===== src/rtl/mod_bus_rx_pkg.sv =====
// Shared payload type for the dual-rail bus link.
package mod_bus_rx_pkg;

  localparam int unsigned BUS_W = 12;

  typedef struct packed {
    logic [3:0] tag;
    logic [7:0] data;
  } bus_t;

endpackage


===== src/rtl/mod_bus_rx_if.sv =====
// Handshake/bus bundle for mod_bus_rx; o_err_cnt exists only with BUS_RX_ERR_CNT_EN.
interface mod_bus_rx_if #(
  parameter int unsigned DEPTH = 4
);
  import mod_bus_rx_pkg::*;

  localparam int unsigned CW = $clog2(DEPTH) + 1;

  bus_t          i_Q;
  bus_t          i_nQ;
  logic          i_ready;
  logic          i_clr;
  logic          o_valid;
  bus_t          o_data;
  logic [CW-1:0] o_count;
  logic          o_ovf;
  logic          o_err;
  logic          o_fault;
`ifdef BUS_RX_ERR_CNT_EN
  logic [7:0]    o_err_cnt;

  modport slave (
    input  i_Q, i_nQ, i_ready, i_clr,
    output o_valid, o_data, o_count, o_ovf, o_err, o_fault, o_err_cnt
  );

  modport master (
    output i_Q, i_nQ, i_ready, i_clr,
    input  o_valid, o_data, o_count, o_ovf, o_err, o_fault, o_err_cnt
  );
`else
  modport slave (
    input  i_Q, i_nQ, i_ready, i_clr,
    output o_valid, o_data, o_count, o_ovf, o_err, o_fault
  );

  modport master (
    output i_Q, i_nQ, i_ready, i_clr,
    input  o_valid, o_data, o_count, o_ovf, o_err, o_fault
  );
`endif

endinterface


===== src/rtl/mod_bus_rx.sv =====
// Dual-rail bus receiver: rail integrity check, idle discard, FIFO with valid/ready, fault FSM.
// Optional saturating mismatch counter on o_err_cnt when BUS_RX_ERR_CNT_EN is defined.
module mod_bus_rx #(
  parameter int unsigned DEPTH     = 4,
  parameter int unsigned FAULT_LIM = 4
) (
  input  logic         i_clk,
  input  logic         i_rst_n,
  mod_bus_rx_if.slave  bus
);
  import mod_bus_rx_pkg::*;

  localparam int unsigned AW = $clog2(DEPTH);
  localparam int unsigned CW = AW + 1;

  typedef enum logic [0:0] {
    ST_RUN   = 1'b0,
    ST_FAULT = 1'b1
  } state_e;

  state_e            state_q, state_d;
  logic [3:0]        run_q, run_d;
  logic [AW-1:0]     wptr_q, wptr_d;
  logic [AW-1:0]     rptr_q, rptr_d;
  logic [CW-1:0]     count_q, count_d;
  logic              valid_q, valid_d;
  bus_t              data_q, data_d;
  logic              ovf_q, ovf_d;
  logic              err_q, err_d;
  bus_t              mem [DEPTH];

  logic [BUS_W-1:0]  q_raw;
  logic [BUS_W-1:0]  nq_raw;
  bus_t              word;
  logic              mismatch;
  logic              good;
  logic              full;
  logic              push;
  logic              pop;
  logic              drop;

  // Input classification: rails must be exact complements; tag 0 marks idle.
  assign word     = bus.i_Q;
  assign q_raw    = bus.i_Q;
  assign nq_raw   = bus.i_nQ;
  assign mismatch = (nq_raw != ~q_raw);
  assign good     = !mismatch && (word.tag != 4'h0);
  assign full     = (count_q == CW'(DEPTH));

  // Next-state: FSM, run counter, FIFO pointers, registered head and sticky flags.
  always_comb begin
    state_d = state_q;
    run_d   = run_q;
    wptr_d  = wptr_q;
    rptr_d  = rptr_q;
    count_d = count_q;
    valid_d = valid_q;
    data_d  = data_q;
    ovf_d   = ovf_q & ~bus.i_clr;
    err_d   = err_q & ~bus.i_clr;
    push    = 1'b0;
    drop    = 1'b0;
    pop     = valid_q & bus.i_ready;

    case (state_q)
      ST_RUN: begin
        if (bus.i_clr) begin
          run_d = 4'd0;
        end else if (mismatch) begin
          run_d = run_q + 4'd1;
          if (({1'b0, run_q} + 5'd1) >= 5'(FAULT_LIM)) begin
            state_d = ST_FAULT;
          end
        end else begin
          run_d = 4'd0;
        end
        if (good) begin
          if (!full || pop) begin
            push = 1'b1;
          end else begin
            drop = 1'b1;
          end
        end
      end
      ST_FAULT: begin
        if (bus.i_clr) begin
          state_d = ST_RUN;
          run_d   = 4'd0;
        end
      end
      default: state_d = ST_RUN;
    endcase

    if (mismatch) begin
      err_d = 1'b1;
    end
    if (drop) begin
      ovf_d = 1'b1;
    end

    rptr_d  = rptr_q + AW'(pop);
    wptr_d  = wptr_q + AW'(push);
    count_d = count_q + CW'(push) - CW'(pop);
    valid_d = (count_d != '0);

    // Head moves on a pop, or when the first word lands in an empty FIFO.
    if ((pop || (push && count_q == '0)) && count_d != '0) begin
      data_d = (push && wptr_q == rptr_d) ? word : mem[rptr_d];
    end
  end

  always_ff @(posedge i_clk) begin
    if (!i_rst_n) begin
      state_q <= ST_RUN;
      run_q   <= 4'd0;
      wptr_q  <= '0;
      rptr_q  <= '0;
      count_q <= '0;
      valid_q <= 1'b0;
      data_q  <= '0;
      ovf_q   <= 1'b0;
      err_q   <= 1'b0;
    end else begin
      state_q <= state_d;
      run_q   <= run_d;
      wptr_q  <= wptr_d;
      rptr_q  <= rptr_d;
      count_q <= count_d;
      valid_q <= valid_d;
      data_q  <= data_d;
      ovf_q   <= ovf_d;
      err_q   <= err_d;
    end
  end

  // Storage array carries no reset; pointers and count define what is live.
  always_ff @(posedge i_clk) begin
    if (push) begin
      mem[wptr_q] <= word;
    end
  end

  assign bus.o_valid = valid_q;
  assign bus.o_data  = data_q;
  assign bus.o_count = count_q;
  assign bus.o_ovf   = ovf_q;
  assign bus.o_err   = err_q;
  assign bus.o_fault = (state_q == ST_FAULT);

`ifdef BUS_RX_ERR_CNT_EN
  logic [7:0] err_cnt_q;

  always_ff @(posedge i_clk) begin
    if (!i_rst_n) begin
      err_cnt_q <= 8'd0;
    end else if (mismatch && err_cnt_q != 8'hFF) begin
      err_cnt_q <= err_cnt_q + 8'd1;
    end
  end

  assign bus.o_err_cnt = err_cnt_q;
`endif

endmodule


===== src/flat_wrapper.sv =====
// flat-port wrapper written by rule: the top's interface ports become plain ports
module mod_bus_rx_flat import mod_bus_rx_pkg::*;
#(
  parameter int unsigned DEPTH     = 4,
  parameter int unsigned FAULT_LIM = 4
)
  (i_clk, i_rst_n, bus_i_Q, bus_i_nQ, bus_i_ready, bus_i_clr, bus_o_valid, bus_o_data, bus_o_count, bus_o_ovf, bus_o_err, bus_o_fault);
  mod_bus_rx_if #(.DEPTH(DEPTH)) bus_i ();
  input  logic i_clk;
  input  logic i_rst_n;
  input wire logic [$bits(bus_i.i_Q)-1:0] bus_i_Q;
  input wire logic [$bits(bus_i.i_nQ)-1:0] bus_i_nQ;
  input wire logic [$bits(bus_i.i_ready)-1:0] bus_i_ready;
  input wire logic [$bits(bus_i.i_clr)-1:0] bus_i_clr;
  output wire logic [$bits(bus_i.o_valid)-1:0] bus_o_valid;
  output wire logic [$bits(bus_i.o_data)-1:0] bus_o_data;
  output wire logic [$bits(bus_i.o_count)-1:0] bus_o_count;
  output wire logic [$bits(bus_i.o_ovf)-1:0] bus_o_ovf;
  output wire logic [$bits(bus_i.o_err)-1:0] bus_o_err;
  output wire logic [$bits(bus_i.o_fault)-1:0] bus_o_fault;
  assign bus_i.i_Q = bus_i_Q;
  assign bus_i.i_nQ = bus_i_nQ;
  assign bus_i.i_ready = bus_i_ready;
  assign bus_i.i_clr = bus_i_clr;
  assign bus_o_valid = bus_i.o_valid;
  assign bus_o_data = bus_i.o_data;
  assign bus_o_count = bus_i.o_count;
  assign bus_o_ovf = bus_i.o_ovf;
  assign bus_o_err = bus_i.o_err;
  assign bus_o_fault = bus_i.o_fault;
  mod_bus_rx #(.DEPTH(DEPTH), .FAULT_LIM(FAULT_LIM)) u_core (.i_clk(i_clk), .i_rst_n(i_rst_n), .bus(bus_i));
endmodule

===== config.mk =====
export PLATFORM = sky130hd
export DESIGN_NAME = mod_bus_rx_flat
export DESIGN_NICKNAME = d
export VERILOG_FILES = /design/src/rtl/mod_bus_rx_pkg.sv /design/src/rtl/mod_bus_rx_if.sv /design/src/rtl/mod_bus_rx.sv /design/src/flat_wrapper.sv
export SDC_FILE = /design/constraint.sdc
export NUM_CORES = 1
export LEC_CHECK = 0
export CAP_MARGIN = 20
export CORE_MARGIN = 10
export CORE_UTILIZATION = 40
export DETAILED_ROUTE_END_ITERATION = 10
export SYNTH_ARGS = -nofsm -noshare
export SYNTH_HDL_FRONTEND = slang
export SYNTH_SLANG_ARGS = --single-unit
export TNS_END_PERCENT = 30

===== constraint.sdc =====
create_clock -name i_clk -period 3.2 [get_ports i_clk]
set_input_delay 0.64 -clock i_clk [delete_from_list [all_inputs] [get_ports i_clk]]
set_output_delay 0.64 -clock i_clk [all_outputs]
set_load 0.01 [all_outputs]

==> summary.md <==
| Metric | Value |
|---|---|
| Status | `finished, final reports clean` |
| Pwr/cell area | `623 nW/um2` |
| Critical path arrival | `3390 ps` |
| Inserted Clock Buffers | `9` |
| Input/output buffers | `46` |
| RR Endpoint | `u_core.bus.o_data[8]` |
| H-tree depth | `3` |
| Final TNS setup | `0 ps` |
| EDFF count, synth | `48` |
| GRT Overall Usage | `0.134` |
| Largest cells by area after synthesis | `edfxtp_1 (45%), dfxtp_1 (17%), mux4_2 (8.4%)` |
| Via Count | `2167` |
| Pin count of the biggest net entering global routing | `24` |
| Grt total ovfl | `0` |
| R2r worst-path depth | `13` |
| Register bit total from synthesis | `75` |
| Count leader, synth | `edfxtp_1` |
| Die Width | `110 um` |
| Hold_ws | `495 ps` |
| Final Power | `2.83 mW` |
| Critical path endpoint category | `flop` |
| Max Cap Viol | `0` |
| Simple-gate portion of the synthesized area | `0.117` |
| Die height | `110 um` |
| Avg Inst Size Synth | `13.8 um2` |
| Vias in the first global route | `2177` |
| Clk network pwr share | `0.285` |
| Mapped Nets | `268` |
| Worst-margin pin slew | `753 ps` |
| Clock skew | `12.6 ps` |
| Post-synthesis sequential area ratio | `0.616` |
| Clock sinks | `75` |
| R2R Setup Slk | `500 ps` |
| DP Wirelength | `5350 um` |
| First-pass GRT wire length | `11900 um` |
| Post-synth top area share | `0.448` |
| Remaining design rule violation count | `0` |
| Main synth FF type | `edfxtp_1` |
| CTS tree | `done` |
| Clock-pin slew on the worst setup and hold paths | `80 ps` |
| Critical path's largest stage delay | `450 ps` |
| I/O Pins | `47` |
| Critical Path Start Type | `input pin` |
| Final Hold Vio Count | `0` |
| Mapped Area | `3220 um2` |
| Combinational share of power | `0.311` |
| Largest family of logic cells by synthesized area | `simple AND/OR/NAND/NOR gates` |
| Period utilization | `0.970` |
| Starting density of the core | `0.414` |
| Cell family with most CP delay | `simple AND/OR/NAND/NOR gates` |
| Synth Area in XOR/XNOR | `0.0490` |
| Final wirelength | `7840 um` |
| Initial DRC Count | `85` |
| Compound-Gate Fraction of Synth Area | `0.0786` |
| Root buf cell | `clkbuf_8` |
| Detail Route Antenna Nets | `0` |
| Leakage | `1.81 nW` |
| Num rows | `32` |
| Synth Instances | `233` |
| YS warnings | `0` |
| First-pass iteration count of the detailed router | `4` |
| Hold EP | `u_core.bus.o_err` |
| Die area | `12000 um2` |
| CP max stage cell | `clkdlybuf4s50_1` |
| Core ar. | `7770 um2` |
| Layout Nets | `360` |
| Mux contribution to synthesized area | `0.0871` |
| Post-synth top cells | `edfxtp_1 (48), a21oi_1 (27), dfxtp_1 (27)` |
| Hold path depth | `2` |
| Antenna Cells | `0` |
| Layout area overhead | `41.3%` |
| Max Clock Freq | `0.322 GHz` |
| Worst hold path class | `flop to flop` |
| Ys async rst share | `0` |
| Tmin final | `3100 ps` |
| Sum of buffers and inverters on the critical path | `3` |
| Per-cell routed wire length | `18.1 um` |
| Worst slew margin | `0.496` |
| Switch share | `0.284` |
| Adder-Cell Fraction of Synth Area | `0.0296` |
| Worst setup margin | `95.5 ps` |
| Worst EP required | `3480 ps` |
| # setup viols final | `0` |
| CP Cell Sequence | `clkdlybuf4s50_1 > xor2_2 > nand4_4 > nor2_2 > nand4b_1 > inv_2 > ha_2 > fa_2 > xnor2_2 > xnor2_2 > or3_4 > o21ai_4 > clkbuf_16 > a21oi_1 > a21oi_1` |
| Post-Place Worst Slack | `-589 ps` |
| Slew Limit Fails | `0` |
| Clock Tree Buf Depth | `2` |
| Sequential share of power | `0.404` |
| Via/cell ratio | `5.02` |
| Cell area after placement | `4060 um2` |
| Critical R2R Launch | `u_core.bus.o_valid` |
| Synth unique cells | `38` |
| RSZ-0062 raised after global routing | `false` |
| Layout cells sized above 1 | `0.300` |
| Leading area contributor after synthesis | `edfxtp_1` |
| Clock Latency Late Sink | `350 ps` |
| Initial antenna violation count | `0` |
| Internal power | `2.02 mW` |
| Post-route design area | `4550 um2` |
| Hold_sp | `u_core.bus.o_err` |
| RePlAce Congestion | `0.782` |
| Peak VDD IR | `0.000252 V` |
| Crit Path Max Fanout | `5` |
| Crit Path Category | `input pin to flop` |
| Psw | `0.805 mW` |
[power by group through the flow]
| stage | clock network (mW) | registers, mW | logic [mW] |
|---|---|---|---|
| final | 0.807 | 1.14 | 0.879 |
| after global routing | 0.866 | 1.15 | 0.948 |
| after CTS | 0.823 | 1.14 | 0.810 |
| after detailed placement | 0 | 1.16 | 0.759 |
| after global placement | 0 | 1.17 | 0.756 |
| after floorplan | 0 | 1.18 | 0.403 |
[cell usage in the layout, fill, tap and decap left out, drive strengths merged, types with 3 or more instances in the layout]
cell,instances
edfxtp,48
buf,43
a21oi,27
dfxtp,27
clkdlybuf4s50,26
dlymetal6s2s,18
nand2b,14
xor2,14
o21ai,14
mux4,12
clkbuf,11
nor2,9
and2,9
nand4,7
inv,7
ha,6
nand3b,4
xnor2,4
nor3,3
[repair_timing]
action / CTS / global route
gates cloned: 1 / 1
hold buffers: 0 / 0
setup endpoints to repair: 12 / 12
pin swaps: 0 / 20
setup buffers: 0 / 4
resized for setup: 8 / 40
[state kept, by name, indices dropped and copies added, names as in the netlist]
register / flops
u_core.bus.o_err: 1
u_core.bus.o_ovf: 1
u_core.bus.o_fault: 1
u_core.mem: 48
u_core.bus.o_valid: 1
u_core.run_q: 4
u_core.bus.o_data: 12
u_core.rptr_q: 2
u_core.bus.o_count: 3
u_core.wptr_q: 2
[worst max path at each step]
stage / endpoint / slack [ps] / startpoint / depth (start not counted)
floorplan: u_core.bus.o_data[5] / 220 / bus_i_Q[8] / 13
global placement: u_core.bus.o_data[1] / -630 / bus_i_Q[10] / 14
detailed placement: u_core.bus.o_data[11] / -590 / bus_i_Q[10] / 13
CTS: u_core.bus.o_data[2] / 10 / bus_i_Q[8] / 13
global route: u_core.bus.o_data[8] / 9 / bus_i_nQ[8] / 14
finish: u_core.bus.o_data[8] / 100 / bus_i_nQ[3] / 15
[logic make-up (layout without fill, tap and decap cells)]
| family | Yosys count | count (layout) |
|---|---|---|
| xor+xnor | 18 | 18 |
| buf+inv | 15 | 111 |
| mux | 13 | 13 |
| fa+ha+maj | 7 | 7 |
| flops | 75 | 75 |
| simple gates | 58 | 58 |
| compound gates | 47 | 48 |
[worst min-delay path, delay by kind of cell (launching register included)]
kind / cells / cell delay (ps)
AOI/OAI and AO/OA: 1 / 70
DFF: 1 / 320
and+or+nand+nor: 1 / 60
[metal layers]
metal	vias to the layer above	track usage	wire length, um
met5	-	0	0
met4	0	0.0474	104
met3	9	0.0334	353
met2	47	0.208	3900
met1	1060	0.177	3480
li1	1051	-	-
[metrics by stage]
stage,utilization,std cells
after floorplan,-,233
after global placement,0.523,411
after detailed placement,0.523,411
after CTS,0.557,428
after global routing,0.585,432
final,0.585,432
[cell type report]
class / count / area (um2)
sequential: 75 / 1980
fill: 635 / 3220
multi-input combinational: 144 / 1340
timing repair buffer: 90 / 860
clock inverter: 7 / 98.8
clock buffer: 9 / 124
tap: 102 / 128
inverter: 5 / 18.8
Power figures use the tool's default switching activity.
